==> config.mk <==
export PLATFORM = sky130hd
export DESIGN_NAME = tankb_input_cond
export DESIGN_NICKNAME = d
export VERILOG_FILES = /design/src/rtl/tankb_input_cond.sv
export SDC_FILE = /design/constraint.sdc
export NUM_CORES = 1
export LEC_CHECK = 0
export ABC_CLOCK_PERIOD_IN_PS = 4550
export CAP_MARGIN = 30
export CORE_MARGIN = 5
export CORE_UTILIZATION = 40
export DETAILED_ROUTE_END_ITERATION = 8
export PLACE_DENSITY = 0.63
export RECOVER_POWER = 50
export SYNTH_ARGS = -nofsm -noshare
export SYNTH_HDL_FRONTEND = slang
export SYNTH_SLANG_ARGS = --single-unit
==> constraint.sdc <==
create_clock -name CLK18 -period 4.55 [get_ports CLK18]
set_input_delay 0.91 -clock CLK18 [delete_from_list [all_inputs] [get_ports CLK18]]
set_output_delay 0.91 -clock CLK18 [all_outputs]
set_load 0.01 [all_outputs]
==> src/rtl/tankb_input_cond.sv <==
// Input conditioner for the Tank Battalion core: synchronises and debounces the
// player/reset buttons, emits edge pulses and sequences the core reset.

module tankb_input_cond_db #(
    parameter int DB_SAMPLES = 4,
    parameter int DB_W       = 3
) (
    input  logic clk,
    input  logic rst_n,
    input  logic tick_i,
    input  logic raw_n_i,
    output logic level_o,
    output logic level_d_o
);
    localparam logic [DB_W-1:0] DB_LAST = DB_W'(DB_SAMPLES - 1);

    logic [1:0]      sync_q;
    logic            s;
    logic            level_q, level_d;
    logic [DB_W-1:0] cnt_q, cnt_d;

    // Raw input is active-low; the sample is active-high (1 = pressed).
    assign s = ~sync_q[1];

    always_comb begin
        level_d = level_q;
        cnt_d   = cnt_q;
        if (tick_i) begin
            if (s == level_q) begin
                cnt_d = '0;
            end else if (cnt_q == DB_LAST) begin
                level_d = ~level_q;
                cnt_d   = '0;
            end else begin
                cnt_d = cnt_q + DB_W'(1);
            end
        end
    end

    always_ff @(posedge clk or negedge rst_n) begin
        if (!rst_n) begin
            sync_q  <= 2'b11;
            level_q <= 1'b0;
            cnt_q   <= '0;
        end else begin
            sync_q  <= {sync_q[0], raw_n_i};
            level_q <= level_d;
            cnt_q   <= cnt_d;
        end
    end

    assign level_o   = level_q;
    assign level_d_o = level_d;
endmodule

module tankb_input_cond #(
    parameter int NBTN       = 5,
    parameter int TICK_DIV   = 18000,
    parameter int DB_SAMPLES = 4,
    parameter int RST_HOLD   = 16
) (
    input  logic            CLK18,
    input  logic            nRESET,
    input  logic [NBTN-1:0] BUTTONS,
    input  logic            BTN_RESET,
    output logic [NBTN-1:0] btn_level,
    output logic [NBTN-1:0] btn_rise,
    output logic [NBTN-1:0] btn_fall,
    output logic            game_nreset
);
    localparam int CNT_W  = $clog2(TICK_DIV);
    localparam int DB_W   = (DB_SAMPLES > 1) ? $clog2(DB_SAMPLES) : 1;
    localparam int HOLD_W = $clog2(RST_HOLD + 1);

    localparam logic [CNT_W-1:0]  TICK_LAST = CNT_W'(TICK_DIV - 1);
    localparam logic [HOLD_W-1:0] HOLD_LAST = HOLD_W'(RST_HOLD - 1);

    localparam logic [1:0] ST_HOLD  = 2'd0;
    localparam logic [1:0] ST_RUN   = 2'd1;
    localparam logic [1:0] ST_PRESS = 2'd2;

    logic [CNT_W-1:0] pre_q;
    logic             tick;

    assign tick = (pre_q == TICK_LAST);

    always_ff @(posedge CLK18 or negedge nRESET) begin
        if (!nRESET)   pre_q <= '0;
        else if (tick) pre_q <= '0;
        else           pre_q <= pre_q + CNT_W'(1);
    end

    // Lane NBTN is the reset button; its level never reaches btn_level.
    logic [NBTN:0] raw_n, lvl_q, lvl_d;

    assign raw_n = {BTN_RESET, BUTTONS};

    for (genvar i = 0; i <= NBTN; i++) begin : g_lane
        tankb_input_cond_db #(
            .DB_SAMPLES (DB_SAMPLES),
            .DB_W       (DB_W)
        ) u_lane (
            .clk       (CLK18),
            .rst_n     (nRESET),
            .tick_i    (tick),
            .raw_n_i   (raw_n[i]),
            .level_o   (lvl_q[i]),
            .level_d_o (lvl_d[i])
        );
    end

    logic [NBTN-1:0] rise_q, fall_q;

    always_ff @(posedge CLK18 or negedge nRESET) begin
        if (!nRESET) begin
            rise_q <= '0;
            fall_q <= '0;
        end else begin
            rise_q <= lvl_d[NBTN-1:0] & ~lvl_q[NBTN-1:0];
            fall_q <= ~lvl_d[NBTN-1:0] & lvl_q[NBTN-1:0];
        end
    end

    assign btn_level = lvl_q[NBTN-1:0];
    assign btn_rise  = rise_q;
    assign btn_fall  = fall_q;

    // The FSM reacts to the reset level being decided on this same edge.
    logic              rst_lvl;
    logic [1:0]        st_q, st_d;
    logic [HOLD_W-1:0] hold_q, hold_d;
    logic              nres_q;

    assign rst_lvl = lvl_d[NBTN];

    always_comb begin
        st_d   = st_q;
        hold_d = hold_q;
        if (tick) begin
            case (st_q)
                ST_HOLD: begin
                    if (rst_lvl) begin
                        hold_d = '0;
                    end else if (hold_q == HOLD_LAST) begin
                        st_d   = ST_RUN;
                        hold_d = '0;
                    end else begin
                        hold_d = hold_q + HOLD_W'(1);
                    end
                end
                ST_RUN: begin
                    if (rst_lvl) st_d = ST_PRESS;
                end
                ST_PRESS: begin
                    if (!rst_lvl) begin
                        st_d   = ST_HOLD;
                        hold_d = '0;
                    end
                end
                default: begin
                    st_d   = ST_HOLD;
                    hold_d = '0;
                end
            endcase
        end
    end

    always_ff @(posedge CLK18 or negedge nRESET) begin
        if (!nRESET) begin
            st_q   <= ST_HOLD;
            hold_q <= '0;
            nres_q <= 1'b0;
        end else begin
            st_q   <= st_d;
            hold_q <= hold_d;
            nres_q <= (st_d == ST_RUN);
        end
    end

    assign game_nreset = nres_q;
endmodule
==> reports/results.tsv <==
stage	metric	value	unit
outcome	status	finished, violations left	
outcome	violated checks	max-capacitance violations, max-slew violations	
die	I/O Pins	24	
logic_synthesis	syn avg cell area	10.8	µm²
clock_tree	CTS Hold Bufs	0	
placed_design	IO buf count	23	
die	Die ar.	8360	µm²
route	post-route antenna net violation count	0	
timing	fmax	401	MHz
timing	Slew HR	-0.390	
clock_tree	root buf cell	clkbuf_8	
route	routed length on met3	190	µm
finish	layout filler cell count	572	
global_route	largest net degree at the start of global routing	41	
route	DR WL/cell	12.0	µm
clock_tree	H-Tree Depth	3	
placed_design	Final Wtd Congestion	0.706	
clock_tree	TritonCTS buffer count	9	
worst_setup_path	CP bufs+invs	0	
route	met1 WL	2030	µm
worst_setup_path	crit-path max cell delay	0.77	ns
logic_synthesis	Unique masters post-synth	38	
route	Pre-antenna DRT Iters	4	
global_route	vias in the first global route	1630	
placed_design	placed cell area	2910	µm²
finish	fin area	3100	µm²
worst_setup_path	Startpoint Class	flop	
global_route	first-pass GRT wire length	7460	µm
worst_setup_path	slowest library cell on the worst path	nand4_1	
pwr	maximum VDD drop	0.000198	V
logic_synthesis	synth top area cells	dfrtp_1 (48%), dfstp_2 (12%), nand2_1 (6.7%)	
route	DR vias/cell	4.95	
timing	Final period util	0.548	
worst_setup_path	crit end category	flop	
logic_synthesis	number of synthesis warnings	0	
timing	final hold vios	0	
logic_synthesis	register area share after synthesis	0.600	
clock_tree	TritonCTS clock tree	yes	
placed_design	detailed placer's ending HPWL	2800	µm
worst_hold_path	Hold Crit Class	flop to flop	
worst_setup_path	Critical Path AT	2.71	ns
timing	Worst-Margin Slew	2.09	ns
worst_setup_path	Worst path top cell family by delay	simple AND/OR/NAND/NOR gates	
route	vias	1739	
finish	share of cells above drive strength 1	0.113	
timing	min cycle time layout	2.50	ns
global_route	initial antenna violation count	0	
clock_tree	setup bufs post-CTS	0	
timing	Final setup viols	0	
clock_tree	CTS clk-pin slew, worst paths	0.07	ns
logic_synthesis	Syn Nets	261	
worst_setup_path	CP Max Fanout	27	
finish	number of diodes	0	
logic_synthesis	Synth Cell Area	2650	µm²
route	drt total wl	4230	µm
logic_synthesis	Synth top area share	0.481	
pwr	Static Leak	1.41	nW
route	met2 WL	1910	µm
route	DRC viols	0	
route	DRT iter0 DRCs	57	
logic_synthesis	Yosys top cell by area	dfrtp_1	
pwr	PD cells	356	nW/µm²
worst_setup_path	CP Data Required Time	4.76	ns
clock_tree	post-CTS sizing	0	
logic_synthesis	Synth Register Bits	63	
timing	Fin Setup TNS	0	ns
timing	unrepaired setup endpoints after global routing	no	
finish	utilization after layout	0.486	
finish	area delta synth->final	16.9	%
clock_tree	Clk Latency, worst-skew pair	0.33	ns
die	chip height	91.4	µm
die	core area	6390	µm²
logic_synthesis	ys flop type	dfrtp_1	
clock_tree	Bufs on Longest Clock Path	2	
logic_synthesis	Gate Count Post-Synth	245	
route	Top Metal Used	met4	
logic_synthesis	Async SR Flop Fraction	1.00	
die	row cnt	29	
clock_tree	clock sink count	63	
job	Max Cap Violations	1	
timing	Slew Limit Fails	41	
finish	Final #Nets	285	
logic_synthesis	EDFF count, synth	0	
timing	Post-Route Skew	0.00626	ns
worst_setup_path	Critical Setup Path Class	flop to flop	
global_route	remaining global-route overflow	0	
worst_setup_path	critical path, cell by cell	ha_1 -> and3_1 -> nand4_1 -> a211o_1 -> a21oi_2 -> o22ai_1	
die	Die W	91.4	µm
die	Initial Util	0.415	
global_route	overall global routing resource usage	0.112	
[layout by cell type, fill, tap and decap left out, types with 4 or more instances in the layout]
cell              n
a21oi_1           4
and3_1            4
clkbuf_1          4
clkbuf_8          9
clkdlybuf4s50_1  16
dfrtp_1          51
dfstp_2          12
dlygate4sd3_1     6
ha_1              8
nand2_1          47
nand3_1          13
nor2_1           24
nor3_1            8
o21ai_0          10
o21ai_1           7
xnor2_1          13
xor2_1            4
[synth_stat cells (5+ instances only)]
master   count
nand2_1     47
xnor2_1     13
o21ai_0     10
dfrtp_1     51
nor2_1      24
ha_1         8
dfstp_2     12
buf_4        5
o21ai_1      7
nand3_1     13
nor3_1       8
[flip-flops by register name, indices dropped and copies added (netlist names)]
signal / count
pre_q: 15
g_lane.u_lane.cnt_q: 12
g_lane.u_lane.sync_q: 12
g_lane.u_lane.level_o: 6
btn_fall: 5
btn_rise: 5
hold_q: 5
st_q: 2
game_nreset: 1
[report_power, final]
group / internal, W / switching (W) / total, W
combinational: 0.00000635 / 0.0000130 / 0.0000194
sequential: 0.000570 / 0.00000383 / 0.000574
clock: 0.000307 / 0.000203 / 0.000510
total: 0.000884 / 0.000220 / 0.00110
[layout make-up]
class | instances | area [µm²] | area share
Tap cell | 77 | 96.3 | 0.0311
Clock inverter | 4 | 70.1 | 0.0226
Multi-Input combinational cell | 168 | 965 | 0.311
Inverter | 3 | 11.3 | 0.00363
Timing Repair Buffer | 24 | 231 | 0.0747
Clock buffer | 12 | 135 | 0.0436
Sequential cell | 63 | 1590 | 0.513
[stage by stage]
| step | total power (W) | hold slack [ns] | instances | worst slack (ns) |
|---|---|---|---|---|
| after floorplan | 0.000587 | 0.345 | 245 | 2.95 |
| final | 0.00110 | 0.356 | 351 | 2.05 |
| after CTS | 0.00112 | 0.358 | 351 | 2.30 |
| after global routing | 0.00114 | 0.359 | 351 | 1.60 |
| after detailed placement | 0.000606 | 0.347 | 335 | 2.43 |
| after global placement | 0.000605 | 0.346 | 335 | 2.47 |
[kinds of logic (layout without fill, tap and decap cells)]
group,count (synthesis),in the layout,share of synthesized area
AND/OR/NAND/NOR,111,111,0.204
buffers and inverters,14,43,0.0307
AO/OA/AOI/OAI,32,32,0.0717
adder cells (fa/ha/maj),8,8,0.0377
flip-flops,63,63,0.600
XOR/XNOR,17,17,0.0561
[metal layers]
layer,GRT usage,vias up
li1,-,871
met1,0.145,831
met2,0.165,25
met3,0.0322,12
met4,0.0660,0
met5,0,-
[path summary, 6_finish.rpt]
path / from / end / slack, ns / depth (start not counted)
min in group asynchronous: nRESET / g_lane[2].u_lane.level_o$_DFF_PN0_ / 1.18 / 1
max in group asynchronous: nRESET / g_lane[5].u_lane.sync_q[1]$_DFF_PN1_ / 2.08 / 2
max reg2reg: pre_q[0]$_DFF_PN0_ / hold_q[3]$_DFFE_PN0P_ / 2.05 / 6
max: pre_q[0]$_DFF_PN0_ / hold_q[3]$_DFFE_PN0P_ / 2.05 / 6
min: g_lane[4].u_lane.sync_q[0]$_DFF_PN1_ / g_lane[4].u_lane.sync_q[1]$_DFF_PN1_ / 0.36 / 0
min reg2reg: g_lane[4].u_lane.sync_q[0]$_DFF_PN1_ / g_lane[4].u_lane.sync_q[1]$_DFF_PN1_ / 0.36 / 0
No activity file was read; power rests on OpenSTA's default activity.
